File: config.mk
export PLATFORM = sky130hd
export DESIGN_NAME = iobus_arbiter_flat
export DESIGN_NICKNAME = d
export VERILOG_FILES = /design/src/rtl/iobus_pkg.sv /design/src/rtl/iobus_if.sv /design/src/rtl/iobus_arbiter_rr_arb.sv /design/src/rtl/iobus_arbiter.sv /design/src/flat_wrapper.sv
export SDC_FILE = /design/constraint.sdc
export NUM_CORES = 1
export LEC_CHECK = 0
export ABC_AREA = 0
export CORE_MARGIN = 4
export CORE_UTILIZATION = 45
export CTS_BUF_LIST = sky130_fd_sc_hd__clkbuf_4
export DETAILED_ROUTE_END_ITERATION = 7
export PLACE_DENSITY_LB_ADDON = 0.15
export SYNTH_ARGS = -nofsm -noshare
export SYNTH_HDL_FRONTEND = slang
export SYNTH_HIERARCHICAL = 1
export SYNTH_SLANG_ARGS = --single-unit
export TNS_END_PERCENT = 1
File: constraint.sdc
create_clock -name clk -period 4.35 [get_ports clk]
set_clock_uncertainty 0.15 [all_clocks]
set_input_delay 0.87 -clock clk [delete_from_list [all_inputs] [get_ports clk]]
set_output_delay 0.87 -clock clk [all_outputs]
set_load 0.1 [all_outputs]
File: src/rtl/iobus_pkg.sv
// Shared types and constants for the OTTER I/O bus arbiter.
package iobus_pkg;

   // Transaction sequencer states.
   typedef enum logic [1:0] {
      ST_IDLE = 2'd0,
      ST_XFER = 2'd1,
      ST_HOLD = 2'd2,
      ST_RESP = 2'd3
   } iobus_state_t;

   // Peripheral addresses decoded by the board wrapper.
   localparam logic [31:0] ADDR_SWITCHES = 32'h1100_8000;
   localparam logic [31:0] ADDR_BUTTONS  = 32'h1100_8004;
   localparam logic [31:0] ADDR_LEDS     = 32'h1100_C000;
   localparam logic [31:0] ADDR_COUNT    = 32'h1100_C00C;

   // Width of the wait-state counter (WAIT_CYC range 0..15).
   localparam int unsigned WAIT_W = 4;

   // Two-way round-robin pick: a lone requester wins, a tie goes to the pointer.
   function automatic logic rr_pick(input logic [1:0] req, input logic ptr);
      logic win;
      if (req == 2'b11) begin
         win = ptr;
      end else begin
         win = req[1];
      end
      return win;
   endfunction

endpackage

File: src/rtl/iobus_if.sv
// Requester/bus signal bundle for the two-port I/O bus arbiter.
interface iobus_if #(
   parameter int unsigned AW = 32,
   parameter int unsigned DW = 32
);

   // Requester side, port 0 (MCU) and port 1 (debug/host).
   logic          req0;
   logic          req1;
   logic [AW-1:0] addr0;
   logic [AW-1:0] addr1;
   logic [DW-1:0] wd0;
   logic [DW-1:0] wd1;
   logic          wr0;
   logic          wr1;
   logic          ack0;
   logic          ack1;
   logic [DW-1:0] rd0;
   logic [DW-1:0] rd1;

   // Shared peripheral bus.
   logic [AW-1:0] iobus_addr;
   logic [DW-1:0] iobus_out;
   logic          iobus_wr;
   logic [DW-1:0] iobus_in;

   // Arbiter view.
   modport slave (
      input  req0, req1, addr0, addr1, wd0, wd1, wr0, wr1, iobus_in,
      output ack0, ack1, rd0, rd1, iobus_addr, iobus_out, iobus_wr
   );

   // Requesters plus peripheral mux view.
   modport master (
      output req0, req1, addr0, addr1, wd0, wd1, wr0, wr1, iobus_in,
      input  ack0, ack1, rd0, rd1, iobus_addr, iobus_out, iobus_wr
   );

endinterface

File: src/rtl/iobus_arbiter_rr_arb.sv
// Two-way round-robin grant with a priority pointer that moves to the loser on every grant.
module iobus_rr_arb
   import iobus_pkg::*;
(
   input  logic       clk,
   input  logic       rst_n,
   input  logic [1:0] req,
   input  logic       update,
   output logic       any,
   output logic       win
);

   logic ptr;

   // Combinational winner selection from the current requests and pointer.
   always_comb begin
      any = |req;
      win = rr_pick(req, ptr);
   end

   // Pointer hands priority to the other port whenever a grant is taken.
   always_ff @(posedge clk or negedge rst_n) begin
      if (!rst_n) begin
         ptr <= 1'b0;
      end else if (update) begin
         ptr <= ~win;
      end
   end

endmodule

File: src/rtl/iobus_arbiter.sv
// Shares the OTTER memory-mapped I/O bus between the MCU (port 0) and a debug/host master (port 1).
module iobus_arbiter
   import iobus_pkg::*;
#(
   parameter int unsigned WAIT_CYC = 1,
   parameter int unsigned AW       = 32,
   parameter int unsigned DW       = 32
) (
   input  logic   clk,
   input  logic   rst_n,
   iobus_if.slave bus
);

   localparam logic [WAIT_W-1:0] WAIT_LD = WAIT_W'(WAIT_CYC);

   iobus_state_t      state;
   iobus_state_t      state_nx;
   logic              owner;
   logic              owner_wr;
   logic [WAIT_W-1:0] cnt;

   logic [1:0]        arb_req;
   logic              arb_any;
   logic              arb_win;
   logic              grant;

   logic [AW-1:0]     sel_addr;
   logic [DW-1:0]     sel_wd;
   logic              sel_wr;

   logic [AW-1:0]     iobus_addr_q;
   logic [DW-1:0]     iobus_out_q;
   logic              iobus_wr_q;
   logic              ack0_q;
   logic              ack1_q;
   logic [DW-1:0]     rd0_q;
   logic [DW-1:0]     rd1_q;

   // The owner's own REQ is still high during RESP (it only sees ACK next cycle), so mask it.
   always_comb begin
      arb_req = {bus.req1, bus.req0};
      if (state == ST_RESP) begin
         arb_req[owner] = 1'b0;
      end
   end

   iobus_rr_arb u_arb (
      .clk    (clk),
      .rst_n  (rst_n),
      .req    (arb_req),
      .update (grant),
      .any    (arb_any),
      .win    (arb_win)
   );

   // Winner's request fields, ready to be registered onto the bus.
   always_comb begin
      sel_addr = arb_win ? bus.addr1 : bus.addr0;
      sel_wd   = arb_win ? bus.wd1   : bus.wd0;
      sel_wr   = arb_win ? bus.wr1   : bus.wr0;
   end

   // Sequencer state register.
   always_ff @(posedge clk or negedge rst_n) begin
      if (!rst_n) begin
         state <= ST_IDLE;
      end else begin
         state <= state_nx;
      end
   end

   // Next-state and grant decode; RESP re-arbitrates so back-to-back requests see no idle bubble.
   always_comb begin
      state_nx = state;
      grant    = 1'b0;
      unique case (state)
         ST_IDLE: begin
            if (arb_any) begin
               grant    = 1'b1;
               state_nx = ST_XFER;
            end
         end
         ST_XFER: begin
            state_nx = (WAIT_LD == '0) ? ST_RESP : ST_HOLD;
         end
         ST_HOLD: begin
            if (cnt <= WAIT_W'(1)) begin
               state_nx = ST_RESP;
            end
         end
         ST_RESP: begin
            if (arb_any) begin
               grant    = 1'b1;
               state_nx = ST_XFER;
            end else begin
               state_nx = ST_IDLE;
            end
         end
         default: begin
            state_nx = ST_IDLE;
         end
      endcase
   end

   // Wait-state counter: loaded in XFER, counted down through HOLD.
   always_ff @(posedge clk or negedge rst_n) begin
      if (!rst_n) begin
         cnt <= '0;
      end else if (state == ST_XFER) begin
         cnt <= WAIT_LD;
      end else if (state == ST_HOLD) begin
         cnt <= cnt - WAIT_W'(1);
      end
   end

   // Bus drive registers; address/data hold between grants, the strobe lives only in XFER.
   always_ff @(posedge clk or negedge rst_n) begin
      if (!rst_n) begin
         iobus_addr_q <= '0;
         iobus_out_q  <= '0;
         iobus_wr_q   <= 1'b0;
         owner        <= 1'b0;
         owner_wr     <= 1'b0;
      end else begin
         iobus_wr_q <= 1'b0;
         if (grant) begin
            iobus_addr_q <= sel_addr;
            iobus_out_q  <= sel_wd;
            iobus_wr_q   <= sel_wr;
            owner        <= arb_win;
            owner_wr     <= sel_wr;
         end
      end
   end

   // Completion: one-cycle ACK to the owner and read-data capture on reads only.
   always_ff @(posedge clk or negedge rst_n) begin
      if (!rst_n) begin
         ack0_q <= 1'b0;
         ack1_q <= 1'b0;
         rd0_q  <= '0;
         rd1_q  <= '0;
      end else begin
         ack0_q <= 1'b0;
         ack1_q <= 1'b0;
         if (state == ST_RESP) begin
            if (owner) begin
               ack1_q <= 1'b1;
               if (!owner_wr) begin
                  rd1_q <= bus.iobus_in;
               end
            end else begin
               ack0_q <= 1'b1;
               if (!owner_wr) begin
                  rd0_q <= bus.iobus_in;
               end
            end
         end
      end
   end

   assign bus.iobus_addr = iobus_addr_q;
   assign bus.iobus_out  = iobus_out_q;
   assign bus.iobus_wr   = iobus_wr_q;
   assign bus.ack0       = ack0_q;
   assign bus.ack1       = ack1_q;
   assign bus.rd0        = rd0_q;
   assign bus.rd1        = rd1_q;

   a_one_ack: assert property (@(posedge clk) disable iff (!rst_n) !(ack0_q && ack1_q));
   a_wr_in_xfer: assert property (@(posedge clk) disable iff (!rst_n) iobus_wr_q |-> (state == ST_XFER));

endmodule

File: src/flat_wrapper.sv
// flat-port wrapper written by rule: the top's interface ports become plain ports
module iobus_arbiter_flat import iobus_pkg::*;
#(
   parameter int unsigned WAIT_CYC = 1,
   parameter int unsigned AW       = 32,
   parameter int unsigned DW       = 32
)
  (clk, rst_n, bus_req0, bus_req1, bus_addr0, bus_addr1, bus_wd0, bus_wd1, bus_wr0, bus_wr1, bus_iobus_in, bus_ack0, bus_ack1, bus_rd0, bus_rd1, bus_iobus_addr, bus_iobus_out, bus_iobus_wr);
  iobus_if #(.AW(AW), .DW(DW)) bus_i ();
  input  logic clk;
  input  logic rst_n;
  input wire logic [$bits(bus_i.req0)-1:0] bus_req0;
  input wire logic [$bits(bus_i.req1)-1:0] bus_req1;
  input wire logic [$bits(bus_i.addr0)-1:0] bus_addr0;
  input wire logic [$bits(bus_i.addr1)-1:0] bus_addr1;
  input wire logic [$bits(bus_i.wd0)-1:0] bus_wd0;
  input wire logic [$bits(bus_i.wd1)-1:0] bus_wd1;
  input wire logic [$bits(bus_i.wr0)-1:0] bus_wr0;
  input wire logic [$bits(bus_i.wr1)-1:0] bus_wr1;
  input wire logic [$bits(bus_i.iobus_in)-1:0] bus_iobus_in;
  output wire logic [$bits(bus_i.ack0)-1:0] bus_ack0;
  output wire logic [$bits(bus_i.ack1)-1:0] bus_ack1;
  output wire logic [$bits(bus_i.rd0)-1:0] bus_rd0;
  output wire logic [$bits(bus_i.rd1)-1:0] bus_rd1;
  output wire logic [$bits(bus_i.iobus_addr)-1:0] bus_iobus_addr;
  output wire logic [$bits(bus_i.iobus_out)-1:0] bus_iobus_out;
  output wire logic [$bits(bus_i.iobus_wr)-1:0] bus_iobus_wr;
  assign bus_i.req0 = bus_req0;
  assign bus_i.req1 = bus_req1;
  assign bus_i.addr0 = bus_addr0;
  assign bus_i.addr1 = bus_addr1;
  assign bus_i.wd0 = bus_wd0;
  assign bus_i.wd1 = bus_wd1;
  assign bus_i.wr0 = bus_wr0;
  assign bus_i.wr1 = bus_wr1;
  assign bus_i.iobus_in = bus_iobus_in;
  assign bus_ack0 = bus_i.ack0;
  assign bus_ack1 = bus_i.ack1;
  assign bus_rd0 = bus_i.rd0;
  assign bus_rd1 = bus_i.rd1;
  assign bus_iobus_addr = bus_i.iobus_addr;
  assign bus_iobus_out = bus_i.iobus_out;
  assign bus_iobus_wr = bus_i.iobus_wr;
  iobus_arbiter #(.WAIT_CYC(WAIT_CYC), .AW(AW), .DW(DW)) u_core (.clk(clk), .rst_n(rst_n), .bus(bus_i));
endmodule
==> flow_summary_export.csv <==
group,metric,value,unit
worst_setup_path,cp-end-kind,"primary output",
layout,drive_above_1_share,0.134,
worst_setup_path,cp_slowest_stage_delay,1.15,ns
route,viasPerCell,4.95,
layout,mostFrequentLayoutCells,"295 x clkdlybuf4s50_1, 140 x dfrtp_1, 72 x nand2_1, 71 x o21ai_0, 65 x mux2i_1",
route,antenna_left,0,
clock_network,cts-resized-gates,0,
clock_network,clock_latency,0.52,ns
worst_setup_path,arrival,2.09,ns
layout,synthToLayoutAreaGrowth,56.1,%
global_routing,grt.total_usage,0.219,
floorplanning,dieArea,15400,um^2
yosys,netlist_instances,483,
worst_setup_path,cp_max_fo,2,
sta,final.period_utilization,0.715,
yosys,synthesis.area,6090,um^2
clock_network,hold_buffers,0,
sta,hold_viol,0,
route,drc_errors,0,
worst_setup_path,critPathRequiredTime,3.33,ns
layout,design_area,9500,um^2
yosys,ys.warnings.count,6,
yosys,synth_fp_nets,656,
floorplanning,start_util,0.460,
global_routing,first_global_vias,5121,
placed_design,place.gp.congestion,0.808,
floorplanning,std_cell_rows,42,
sta,fin_setup_tns,0,ns
min_path,hp-class,"input pin to asynchronous set/reset pin",
placed_design,dpl.hpwl,12600,um
clock_network,postCtsSetupRepairBufs,0,
worst_setup_path,crit_path_start_kind,"flip-flop",
clock_network,clk_pin_slew,0.13,ns
route,firstDrtPassIters,4,
yosys,yosysSeqAreaShare,0.576,
worst_setup_path,worstSetupPathType,"flip-flop to primary output",
route,wl_per_cell,17.3,um
route,drtIter0Drc,254,
worst_setup_path,cpMaxStageDelayCell,"clkdlybuf4s50_1",
worst_setup_path,crit_buf_inv,1,
floorplanning,core,13200,um^2
clock_network,cts_htree_levels,4,
yosys,synthesis.area_per_instance,12.6,um^2
yosys,yosys_register_bits,140,
global_routing,grt_max_degree,120,
floorplanning,die_w,124,um
clock_network,clkSinkCount,140,
worst_setup_path,worstPathCellList,"clkdlybuf4s50_1",
clock_network,clock-root-buffer,"clkbuf_4",
placed_design,port_buffers,296,
placed_design,postPlaceCellArea,9160,um^2
sta,relSlewSlack,0.242,
clock_network,cts_tree,"built",
sta,fin_crit,3.11,ns
route,routed_wl,16700,um
sta,grt_setup_unrepaired,"no",
global_routing,antenna_found_initial,1,
layout,layout_commonest_cell,"clkdlybuf4s50_1",
floorplanning,die_h,124,um
status,status,"complete, no violations",
sta,fmax,322,MHz
global_routing,grt_pass1_wl,27000,um
route,vias,4769,
floorplanning,pin_count,297,
sta,maxSlewViolCount,0,
sta,tightest_slew,1.14,ns
clock_network,cts-buffers-inserted,17,
clock_network,cts_buffer_depth,2,
sta,setup_viol,0,
worst_setup_path,crit_family,"buffers and inverters",
global_routing,grt_overflow,0,
job,max_cap_viol_count,0,
layout,layout.nets,946,
yosys,synthDistinctLibCells,29,
==> stage by stage <==
stage / hold WS (ns) / worst slack, ns / cells / util
after floorplan: 0.301 / 2.12 / 483 / -
after global placement: 0.312 / 1.30 / 930 / 0.692
after detailed placement: 0.319 / 1.22 / 930 / 0.692
after CTS: 0.344 / 1.17 / 961 / 0.717
after global routing: 0.366 / 1.12 / 963 / 0.717
final: 0.320 / 1.24 / 963 / 0.717
==> area by class of cell <==
class	count	area, um^2
fillers	978	3740
flip-flops and latches	140	3500
repair buffers	300	3020
multi-input cells	307	2390
well taps	176	220
clock inverters	13	199
clock buffers	18	135
inverters	7	26.3
diodes	2	5.00
==> routing by layer <==
metal / vias to the layer above / GRT usage / share of wire
met3: 33 / 0.0849 / 0.088
met1: 2268 / 0.251 / 0.39
met5: - / 0 / 0
met2: 222 / 0.365 / 0.49
li1: 2246 / - / -
met4: 0 / 0.0941 / 0.030
==> synth_stat cells (all sizes together) <==
master | n | area (um^2)
a21o | 1 | 7.51
a21oi | 1 | 5.00
a31oi | 1 | 6.26
and2 | 3 | 20.0
buf | 23 | 154
clkbuf | 6 | 22.5
dfrtp | 140 | 3500
ha | 7 | 87.6
inv | 7 | 26.3
mux2 | 66 | 856
mux2i | 65 | 651
nand2 | 72 | 270
nand2b | 4 | 32.5
nand3 | 2 | 10.0
nor2 | 6 | 25.0
nor2b | 3 | 18.8
nor3 | 1 | 5.00
o211ai | 1 | 7.51
o21ai | 71 | 355
o31a | 1 | 8.76
o31ai | 1 | 7.51
or2 | 1 | 6.26
==> path summary, 6_finish.rpt <==
kind | start | to | slack [ns] | cells past startpoint
setup / recovery | u_core/bus.iobus_out[21]$_DFFE_PN0P_ | bus_iobus_out[21] | 1.24 | 1
hold / removal | rst_n | u_core/bus.rd0[0]$_DFFE_PN0P_ | 0.32 | 1
setup reg to reg | u_core/state[0]$_DFFE_PN0P_ | u_core/bus.iobus_addr[9]$_DFFE_PN0P_ | 1.69 | 7
hold reg to reg | u_core/bus.iobus_out[28]$_DFFE_PN0P_ | u_core/bus.iobus_out[28]$_DFFE_PN0P_ | 0.34 | 2
max in group asynchronous | rst_n | u_core/bus.iobus_addr[15]$_DFFE_PN0P_ | 2.77 | 2
min in group clk | u_core/bus.iobus_out[28]$_DFFE_PN0P_ | u_core/bus.iobus_out[28]$_DFFE_PN0P_ | 0.34 | 2
==> kinds of logic (layout without fill, tap and decap cells) <==
logic type	Yosys count	in the layout	synth area share
flip-flops	140	140	0.576
multiplexers	131	131	0.248
AND/OR/NAND/NOR	92	92	0.0637
AO/OA/AOI/OAI	77	77	0.0654
buffers and inverters	36	338	0.0333
adder cells (fa/ha/maj)	7	7	0.0144
other	0	2	0
==> registers in the layout, indices dropped and copies added (netlist names) <==
signal,count
u_core/bus.rd0,32
u_core/cnt,4
u_core/owner_wr,1
u_core/bus.iobus_out,32
u_core/bus.ack1,1
u_core/bus.rd1,32
u_core/bus.ack0,1
u_core/u_arb/ptr,1
u_core/bus.iobus_wr,1
u_core/owner,1
u_core/state,2
u_core/bus.iobus_addr,32
Power is not shown: default switching activity piles up to over one toggle a cycle in this logic, so the estimate is an artifact.
